[src/rtl/fp_pkg.sv]
// rtl/fp_pkg.sv - shared FP back-end constants, flag indices, state encoding and raw divider result struct
package fp_pkg;

    localparam int MAN_W = 49;
    localparam int EXP_W = 9;
    localparam logic [EXP_W-1:0] EXP_NEG_TH = 9'd384;

    localparam int FP_BIAS = 127;
    localparam logic signed [9:0] FP_EXP_MAX = 10'sd255;
    localparam logic signed [9:0] E_ONE      = 10'sd1;

    localparam int FLAG_OVF  = 3;
    localparam int FLAG_UNF  = 2;
    localparam int FLAG_INX  = 1;
    localparam int FLAG_ZERO = 0;

    typedef enum logic [2:0] {
        IDLE,
        NORM,
        DENORM,
        ROUND,
        DONE
    } fp_state_t;

    typedef struct packed {
        logic             sign;
        logic [EXP_W-1:0] exp;
        logic [MAN_W-1:0] man;
    } div_raw_t;

endpackage

[src/rtl/div_pack_if.sv]
// rtl/div_pack_if.sv - operand/result handshake bundle between divider, packer and writeback
interface div_pack_if;
    logic                       in_valid;
    logic                       in_ready;
    logic                       sign_in;
    logic [fp_pkg::EXP_W-1:0]   exp_in;
    logic [fp_pkg::MAN_W-1:0]   man_in;
    logic                       out_valid;
    logic                       out_ready;
    logic [31:0]                result;
    logic [3:0]                 flags;

    modport master (
        output in_valid, sign_in, exp_in, man_in, out_ready,
        input  in_ready, out_valid, result, flags
    );

    modport slave (
        input  in_valid, sign_in, exp_in, man_in, out_ready,
        output in_ready, out_valid, result, flags
    );
endinterface

[src/rtl/fp_round_rne.sv]
// rtl/fp_round_rne.sv - round-to-nearest-even increment with carry-out and inexact detection
module fp_round_rne (
    input  logic [23:0] kept,
    input  logic        guard,
    input  logic        sticky,
    output logic [23:0] kept_rnd,
    output logic        carry,
    output logic        inexact
);
    logic up;

    assign up                = guard & (sticky | kept[0]);
    assign {carry, kept_rnd} = {1'b0, kept} + {24'd0, up};
    assign inexact           = guard | sticky;
endmodule

[src/rtl/div_pack.sv]
// rtl/div_pack.sv - divide back end: iterative normalise, RNE round, IEEE single pack; DIV_PACK_SUBNORMAL_EN enables gradual underflow
module div_pack
    import fp_pkg::*;
(
    input  logic       clk,
    input  logic       rst,
    input  logic       stall,
    output logic       busy,
    div_pack_if.slave  bus
);
    fp_state_t         state_q, state_d;
    logic              sign_q, sign_d;
    logic signed [9:0] e_q, e_d;
    logic [MAN_W-1:0]  man_q, man_d;
    logic              sticky_q, sticky_d;
    logic              unf_q, unf_d;
    logic [31:0]       result_q, result_d;
    logic [3:0]        flags_q, flags_d;

    div_raw_t          raw;
    logic signed [9:0] e_ld;
    logic [23:0]       kept_rnd, kept_f;
    logic              carry, inexact;
    logic signed [9:0] e_r;
    logic [31:0]       pack_res;
    logic [3:0]        pack_flags;

    assign raw  = '{sign: bus.sign_in, exp: bus.exp_in, man: bus.man_in};
    // Raw exponents in the top quarter of the 9-bit range are negative (wrapped) values.
    assign e_ld = (raw.exp < EXP_NEG_TH) ? $signed({1'b0, raw.exp}) : $signed({1'b1, raw.exp});

    fp_round_rne u_rne (
        .kept     (man_q[47:24]),
        .guard    (man_q[23]),
        .sticky   (sticky_q | (|man_q[22:0])),
        .kept_rnd (kept_rnd),
        .carry    (carry),
        .inexact  (inexact)
    );

    assign kept_f = carry ? 24'h800000 : kept_rnd;
    assign e_r    = e_q + $signed({9'd0, carry});

    always_comb begin
        pack_res   = {sign_q, 31'h0};
        pack_flags = '0;
        if (unf_q) begin
            pack_flags[FLAG_UNF]  = 1'b1;
            pack_flags[FLAG_INX]  = 1'b1;
            pack_flags[FLAG_ZERO] = 1'b1;
        end else if (kept_f == '0) begin
            pack_flags[FLAG_ZERO] = 1'b1;
            pack_flags[FLAG_INX]  = inexact;
            pack_flags[FLAG_UNF]  = inexact;
        end else if (!kept_f[23]) begin
`ifdef DIV_PACK_SUBNORMAL_EN
            pack_res             = {sign_q, 8'h00, kept_f[22:0]};
            pack_flags[FLAG_INX] = inexact;
            pack_flags[FLAG_UNF] = inexact;
`else
            pack_flags[FLAG_UNF]  = 1'b1;
            pack_flags[FLAG_INX]  = 1'b1;
            pack_flags[FLAG_ZERO] = 1'b1;
`endif
        end else if (e_r >= FP_EXP_MAX) begin
            pack_res             = {sign_q, 8'hFF, 23'h0};
            pack_flags[FLAG_OVF] = 1'b1;
            pack_flags[FLAG_INX] = 1'b1;
        end else begin
            pack_res             = {sign_q, e_r[7:0], kept_f[22:0]};
            pack_flags[FLAG_INX] = inexact;
        end
    end

    always_comb begin
        state_d  = state_q;
        sign_d   = sign_q;
        e_d      = e_q;
        man_d    = man_q;
        sticky_d = sticky_q;
        unf_d    = unf_q;
        result_d = result_q;
        flags_d  = flags_q;
        if (!stall) begin
            case (state_q)
                IDLE: if (bus.in_valid) begin
                    sign_d   = raw.sign;
                    e_d      = e_ld;
                    man_d    = raw.man;
                    sticky_d = 1'b0;
                    unf_d    = 1'b0;
                    if (raw.man == '0) begin
                        state_d = ROUND;
                    end else if (e_ld <= 10'sd0) begin
`ifdef DIV_PACK_SUBNORMAL_EN
                        state_d = DENORM;
`else
                        unf_d   = 1'b1;
                        state_d = ROUND;
`endif
                    end else begin
                        state_d = NORM;
                    end
                end
                NORM: begin
                    if (man_q[48]) begin
                        man_d    = man_q >> 1;
                        sticky_d = sticky_q | man_q[0];
                        e_d      = e_q + 10'sd1;
                    end else if (!man_q[47] && (e_q > E_ONE)) begin
                        man_d = man_q << 1;
                        e_d   = e_q - 10'sd1;
                    end else begin
                        state_d = ROUND;
                    end
                end
`ifdef DIV_PACK_SUBNORMAL_EN
                DENORM: begin
                    if (e_q == E_ONE) begin
                        state_d = ROUND;
                    end else begin
                        man_d    = man_q >> 1;
                        sticky_d = sticky_q | man_q[0];
                        e_d      = e_q + 10'sd1;
                    end
                end
`endif
                ROUND: begin
                    result_d = pack_res;
                    flags_d  = pack_flags;
                    state_d  = DONE;
                end
                DONE: if (bus.out_ready) state_d = IDLE;
                default: state_d = IDLE;
            endcase
        end
    end

    always_ff @(posedge clk or posedge rst) begin
        if (rst) begin
            state_q  <= IDLE;
            sign_q   <= 1'b0;
            e_q      <= '0;
            man_q    <= '0;
            sticky_q <= 1'b0;
            unf_q    <= 1'b0;
            result_q <= '0;
            flags_q  <= '0;
        end else begin
            state_q  <= state_d;
            sign_q   <= sign_d;
            e_q      <= e_d;
            man_q    <= man_d;
            sticky_q <= sticky_d;
            unf_q    <= unf_d;
            result_q <= result_d;
            flags_q  <= flags_d;
        end
    end

    assign bus.in_ready  = (state_q == IDLE);
    assign bus.out_valid = (state_q == DONE);
    assign bus.result    = result_q;
    assign bus.flags     = flags_q;
    assign busy          = (state_q != IDLE);
endmodule

[src/flat_wrapper.sv]
// flat-port wrapper written by rule: the top's interface ports become plain ports
module div_pack_flat import fp_pkg::*;
  (clk, rst, stall, busy, bus_in_valid, bus_sign_in, bus_exp_in, bus_man_in, bus_out_ready, bus_in_ready, bus_out_valid, bus_result, bus_flags);
  div_pack_if bus_i ();
  input  logic clk;
  input  logic rst;
  input  logic stall;
  output logic busy;
  input wire logic [$bits(bus_i.in_valid)-1:0] bus_in_valid;
  input wire logic [$bits(bus_i.sign_in)-1:0] bus_sign_in;
  input wire logic [$bits(bus_i.exp_in)-1:0] bus_exp_in;
  input wire logic [$bits(bus_i.man_in)-1:0] bus_man_in;
  input wire logic [$bits(bus_i.out_ready)-1:0] bus_out_ready;
  output wire logic [$bits(bus_i.in_ready)-1:0] bus_in_ready;
  output wire logic [$bits(bus_i.out_valid)-1:0] bus_out_valid;
  output wire logic [$bits(bus_i.result)-1:0] bus_result;
  output wire logic [$bits(bus_i.flags)-1:0] bus_flags;
  assign bus_i.in_valid = bus_in_valid;
  assign bus_i.sign_in = bus_sign_in;
  assign bus_i.exp_in = bus_exp_in;
  assign bus_i.man_in = bus_man_in;
  assign bus_i.out_ready = bus_out_ready;
  assign bus_in_ready = bus_i.in_ready;
  assign bus_out_valid = bus_i.out_valid;
  assign bus_result = bus_i.result;
  assign bus_flags = bus_i.flags;
  div_pack u_core (.clk(clk), .rst(rst), .stall(stall), .busy(busy), .bus(bus_i));
endmodule
[config.mk]
export PLATFORM = sky130hd
export DESIGN_NAME = div_pack_flat
export DESIGN_NICKNAME = d
export VERILOG_FILES = /design/src/rtl/fp_pkg.sv /design/src/rtl/div_pack_if.sv /design/src/rtl/fp_round_rne.sv /design/src/rtl/div_pack.sv /design/src/flat_wrapper.sv
export SDC_FILE = /design/constraint.sdc
export NUM_CORES = 1
export LEC_CHECK = 0
export CORE_MARGIN = 2
export CORE_UTILIZATION = 50
export DETAILED_ROUTE_END_ITERATION = 16
export PLACE_DENSITY = 0.78
export SETUP_SLACK_MARGIN = 0.5
export SLEW_MARGIN = 20
export SYNTH_ARGS = -nofsm -noshare
export SYNTH_HDL_FRONTEND = slang
export SYNTH_SLANG_ARGS = --single-unit
[constraint.sdc]
create_clock -name clk -period 4.3 [get_ports clk]
set_input_delay 0.43 -clock clk [delete_from_list [all_inputs] [get_ports clk]]
set_output_delay 0.43 -clock clk [all_outputs]
set_load 0.02 [all_outputs]
== Word-level counts from Yosys, hierarchy flattened ==
Index checks and enable logic that the tools add are counted.
Widths: inputs -> output; s select.
Storage, ports and cells
  memory bits (writable): 0
  memories: 0
  input port bits: 64
  latch bits: 0
  flip-flop bits (word level): 101
  output and inout port bits: 39
  bits in read-only memories: 0
Operators by class
  $lt $le $gt $ge: 4
  multipliers: 0
  $add $sub $neg: 4
  divide/modulo/power cells: 0
  shifts and indexed selects: 0
  bitwise operators: 6
  reduce and logical (&&, ||, !) cells: 14
  multiplexer cells: 35
  equal/unequal tests: 9
Operators by type and width (count)
  $mux 49: 3
  $mux 31: 4
  $pmux 49 s2: 1
  $logic_not 49->1: 1
  $mux 10: 4
  $add 24x1->25: 1
  $logic_not 24->1: 1
  $mux 24: 1
  $reduce_or 23->1: 1
  $mux 3: 7
  $pmux 10 s2: 1
  $pmux 3 s4: 1
  $mux 1: 11
  $add 10x2->10: 1
  $add 10x2->10 const B: 1
  $ge 10x9->1 const B: 1
  $gt 10x2->1 const B: 1
  $le 10x1->1 const B: 1
  $sub 10x2->10 const B: 1
  $lt 9x9->1 const B: 1
  $ne 2x2->1 const B: 4
  $reduce_and 4->1: 2
  $reduce_and 3->1: 2
  $reduce_and 5->1: 1
  other kinds (16): 19

== Depth between registers and ports, before layout ==
  depth in word-level cells: 11
  depth in mapped cells: 17
  gate-level depth less buffers: 15

== Hierarchy ==
From an unflattened synthesis, not the netlist that was laid out.
Second synthesis, totals
  cells, all modules: 649
  area, all modules: 6169.7 um^2
Modules (own cells, without submodules)
  div_pack: area an instance 5691.7 um^2, cells each 581, instances 1
  fp_round_rne: area an instance 478.0 um^2, cells each 68, instances 1

== Worst setup path after synthesis ==
No wires, ideal clock.
  kind: reg2reg
  start point: reg u_core.man_q[23]
  end point: reg u_core.result_q[16] (netlist: u_core.bus.result[16])
  setup time: 121 ps
  stages on the path, launching flop included: 18
  arrival: 3341 ps
  path slack: 838 ps
  period minus slack after synthesis: 3462 ps
  data required time: 4179 ps
  cells stage by stage: dfrtp_1 buf_2 and2_2 ha_1 nand4_1 nor4_1 nand3_1 inv_1 ha_1 ha_1 nand3_1 nor2_1 xor2_1 a31oi_1 o32ai_1 nor2_1 buf_2 a22o_1
Between the ends
  cells in the longest elaborated chain, start to end: 8
  elaborated cells on any way between the ends: 10
  classes of those cells: 2 x add/sub; 1 x order compare; 5 x mux; 1 x bitwise; 1 x reduce/logical
RTL lines
  from (decl): RTL line div_pack.sv:14  | logic [MAN_W-1:0] man_q, man_d;
  from (signal assigned): RTL line div_pack.sv:153  | man_q <= man_d;
  $and 1x1->1 *: RTL line fp_round_rne.sv:12  | assign up = guard & (sticky | kept[0]);
  $add 24x1->25 *: RTL line fp_round_rne.sv:13  | assign {carry, kept_rnd} = {1'b0, kept} + {24'd0, up};
  $add 10x2->10: RTL line div_pack.sv:42  | assign e_r = e_q + $signed({9'd0, carry});
  $ge 10x9->1: RTL line div_pack.sv:65  | end else if (e_r >= FP_EXP_MAX) begin
  $mux 31: RTL line div_pack.sv:65
  $mux 31: RTL line div_pack.sv:55  | end else if (!kept_f[23]) begin
  $mux 31 *: RTL line div_pack.sv:51  | end else if (kept_f == '0) begin
  $mux 31 *: RTL line div_pack.sv:47  | if (unf_q) begin
  to (signal assigned): RTL line div_pack.sv:156  | result_q <= result_d;
  to (decl): RTL line div_pack.sv:17  | logic [31:0] result_q, result_d;
Mark *: on every way between the ends. The rest lies on a longest branch, timed or not.
A chain may end at the register's enable or synchronous reset.

== Worst setup path in the final report ==
  start point: reg u_core.man_q[24]
  end point: reg u_core.result_q[17] (netlist: u_core.bus.result[17])
Between the ends
  cells in the longest elaborated chain, start to end: 9
  elaborated cells on any way between the ends: 11
  classes of those cells: 2 x add/sub; 1 x order compare; 5 x mux; 2 x bitwise; 1 x reduce/logical
RTL lines (RTL line)
  $or 1x1->1: fp_round_rne.sv:12
  $and 1x1->1: fp_round_rne.sv:12
  $add 24x1->25 *: fp_round_rne.sv:13
  $add 10x2->10: div_pack.sv:42
  $ge 10x9->1: div_pack.sv:65
  $mux 31: div_pack.sv:65
  $mux 31: div_pack.sv:55
  $mux 31 *: div_pack.sv:51
  $mux 31 *: div_pack.sv:47
Marks and branches as above.

==> reports/results.md <==
## Status
* finished clean — run status

## STA
* 3.52 ns — shortest period the worst path allows
* 0 ns — setup total negative slack
* 0 — setup-violating endpoint count in the final report
* 81.9% — post-route clock period utilization
* 0 — Hold Violations, Final
* 0.0109 ns — worst-case clock skew
* no — unrepaired setup endpoints after global routing
* 0 — number of pins with negative max-slew slack in the final report
* 0.284 GHz — highest clock frequency the design can meet
* 29.8% — worst slew margin relative to its limit
* 1.05 ns — slew at the pin closest to its max-slew limit

## Die
* 50.8% — effective utilization at floorplan
* 0.0125 mm^2 — area inside the core boundary
* 0.0136 mm^2 — Die Outline Area
* 117 um — Die Ht
* 117 um — die width
* 103 — number of primary I/O pins
* 41 — number of cell rows

## Clock tree
* 2 — buffer depth of the longest clock path
* 0.35 ns — latest clock arrival within the worst-skew pair
* 3 — Max H-tree Level
* done — CTS tree
* 9 — number of buffers created by CTS
* 0 — number of hold-repair buffers added at the cts stage
* 0.07 ns — clock transition at the registers of the reported paths
* clkbuf_16 — buffer type at the clock tree root
* 101 — Num Clock Sinks

## Job
* 0 — max_cap viols

## Routing
* 0 — remaining antenna violation count
* 6 — DR pass1 iterations
* 683 — number of design-rule violations left by the first detailed-router iteration
* 6238 — number of vias after detailed routing
* 16.8 um — average wire per cell in the routed design
* 6.03 — Vias/cell
* 17300 um — total wirelength of the detailed-routed design
* 0 — DRC Markers

## Place
* 0.887 — Final GP Congestion
* 1015 — instance count after placement with tap cells included
* 12300 um — dpl hpwl
* 102 — Port Buffer Count

## Finish
* 21.8% — Synth-to-Final Area Change
* 61.8% — utilization after layout
* 1108 — Filler cells
* 0 — antenna diode instance count
* 1034 — count of placed standard cells in the final layout, fillers left out
* 927 — final layout net count
* 0.00253 mm^2 — flip-flop and latch area
* 0.00350 mm^2 — area of combinational cells with multiple inputs
* 6.03% — share of post-route cells with drive strength above 1

## Logic synthesis
* 101 — register bit count reported by yosys
* 873 — Syn Nets
* 100% — Synth async-reset ratio
* 0.00633 mm^2 — netlist area before placement
* 7.88 um^2 — mean cell area of the mapped netlist
* 0 — Synth warnings
* 39.9% — sequential fraction of the synthesis area
* dfrtp_1 40%, nand2_1 11%, o21ai_0 10%, o211ai_1 5.5%, clkbuf_1 3.1% — cell types with the largest area share after synthesis
* 62 — number of distinct library cells after synthesis
* 39.9% — area share of the leading cell type in the synthesized netlist
* 803 — Cells after Synth
* 0 — EDFF count, synth
* dfrtp_1 — biggest area consumer among synthesized cells
* dfrtp_1 — predominant post-synthesis flop cell

## Global route
* 117 — pin count of the biggest net entering global routing
* 5554 — number of global-route vias before repair
* 0 — remaining global-route overflow
* 0 — number of antenna violations at the first check in global routing
* 28200 um — wire length of the first global-routing pass
* 26.3% — gr usage total

## Worst setup path
* dfrtp_2 — crit path max-delay cell type
* reg -> reg — type of the worst setup path
* 3.78 ns — crit path DAT
* flop — kind of start point of the critical path
* 4.56 ns — critical path data required time
* and2_2, ha_2, nand4_1, nor4_2, buf_4, nand3_1, inv_1, ha_1, ha_1, nand3_2, nor2_2, xor2_1, a31oi_1, o32ai_2, buf_4, a311o_2, o21ai_0 — sequence of cells on the critical path
* 9 — maximum fanout count along the critical path
* 0.44 ns — slowest cell delay on critical path
* flop — Worst setup EP type

## Power
* 2.92 mW — internal portion of total power
* 705 mW/mm^2 — power density relative to cell area
* 2.51 mW — NetSw
* 0.437 mV — maximum ir drop on the vdd rail
* 37.2% — part of the power in registers
* 46.2% — net switching share of the total power
* 48.4% — share of power burned in combinational logic
* 14.3% — Clk pwr share
* 5.43 mW — overall power of the completed layout
* 2.97 nW — Leakage Power

## Worst hold path
* reg -> reg — class of the tightest hold or removal check

[final timing paths]
check	slack, ns	cells after the start	end	from
setup / recovery	0.78	17	u_core.bus.result[17]$_DFFE_PP0P_	u_core.man_q[24]$_DFFE_PP0P_
hold / removal	0.46	2	u_core.bus.result[31]$_DFFE_PP0P_	u_core.sign_q$_DFFE_PP0P_
setup reg to reg	0.78	17	u_core.bus.result[17]$_DFFE_PP0P_	u_core.man_q[24]$_DFFE_PP0P_
hold reg to reg	0.46	2	u_core.bus.result[31]$_DFFE_PP0P_	u_core.sign_q$_DFFE_PP0P_
max in group asynchronous	2.66	3	u_core.man_q[24]$_DFFE_PP0P_	rst
min in group asynchronous	0.62	2	u_core.bus.result[25]$_DFFE_PP0P_	rst
[critical path, delay by kind of cell, from the launching register on]
family                   cells  cell delay (ns)
XOR/XNOR                     1             0.09
adder cells (fa/ha/maj)      3             0.60
buffers and inverters        3             0.40
AO/OA/AOI/OAI                4             0.92
flip-flops                   1             0.44
AND/OR/NAND/NOR              6             0.99
[sequential cells by signal, indices dropped and copies added, names as in the netlist]
name	flops
u_core.man_q	49
u_core.bus.result	32
u_core.e_q	10
u_core.bus.flags	4
u_core.state_q	3
u_core.sign_q	1
u_core.sticky_q	1
u_core.unf_q	1
[cells in the final DEF, fill, tap and decap left out, drive strengths merged, types with 5 or more instances in the layout]
| cell type | n |
|---|---|
| clkdlybuf4s50 | 102 |
| nor4 | 24 |
| xnor2 | 18 |
| inv | 10 |
| ha | 6 |
| xor2 | 12 |
| o211ai | 46 |
| nor3 | 20 |
| clkbuf | 15 |
| o21ai | 130 |
| a21oi | 12 |
| nand3 | 13 |
| nor2 | 40 |
| a31oi | 8 |
| and2 | 5 |
| nand2 | 184 |
| or4 | 7 |
| and4 | 5 |
| dfrtp | 101 |
| and3 | 9 |
| nand4 | 14 |
| a22o | 12 |
| buf | 15 |
[layer usage]
layer | track usage (%) | up-vias | share of wire [%] | wire length, um
met1 | 38.8 | 2966 | 46 | 7930
met4 | 6.59 | 0 | 1.4 | 249
met5 | 0 | - | 0 | 0
met3 | 4.20 | 23 | 7.3 | 1260
met2 | 40.8 | 261 | 46 | 7880
li1 | - | 2988 | - | -
[synthesized netlist by cell type, types with 4 or more instances]
library cell  number
nor4_1            22
a211oi_1           4
or4_1              7
a32o_1             4
a22o_1            12
a21oi_1           12
or3_1              4
o211ai_1          46
nand2_1          183
nor3_1            20
nand3_1           12
and4_1             4
clkbuf_1          52
nand4_1           13
dfrtp_1          101
inv_1             10
a31oi_1            8
ha_1               6
o21ai_0          128
xnor2_1           18
and3_1             9
nor2_1            40
xor2_1            12
buf_2             19
o22ai_1            4
[through the flow]
step | hold WS [ns] | area [um^2] | worst slack, ns
after floorplan | 0.435 | 6330 | 0.838
after global placement | 0.447 | 7380 | 0.489
after detailed placement | 0.461 | 7380 | 0.289
after CTS | 0.467 | 7670 | 0.557
after global routing | 0.501 | 7710 | 0.515
final | 0.465 | 7710 | 0.780
[cells by family (layout without fill, tap and decap cells)]
kind of cell,count (synthesis),after routing,synth area share [%]
flip-flops,101,101,39.9
XOR/XNOR,30,30,4.15
adder cells (fa/ha/maj),6,6,1.19
multiplexers,4,4,0.672
AND/OR/NAND/NOR,337,337,25.1
AO/OA/AOI/OAI,241,241,23.5
buffers and inverters,84,143,5.42
[final cells by class]
cell class              instances  area share (%)
clock inverters                 1          0.0649
clock buffers                  15            3.47
multi-input cells             618            45.5
well taps                     172            2.79
repair buffers                117            14.9
flip-flops and latches        101            32.8
inverters                      10           0.519
[power by group through the flow]
stage	logic, mW	registers [mW]	clock network, mW
global route	2.95	2.10	0.827
detailed placement	2.59	2.02	0
finish	2.63	2.02	0.778
global placement	2.51	1.99	0
CTS	2.60	2.01	0.784
floorplan	1.94	1.83	0
[timing repair]
action,in CTS,in global routing
pin swaps,0,0
buffers inserted,0,3
endpoints found under the setup margin,23,32
gates resized for setup,4,6
Power figures use the tool's default switching activity.
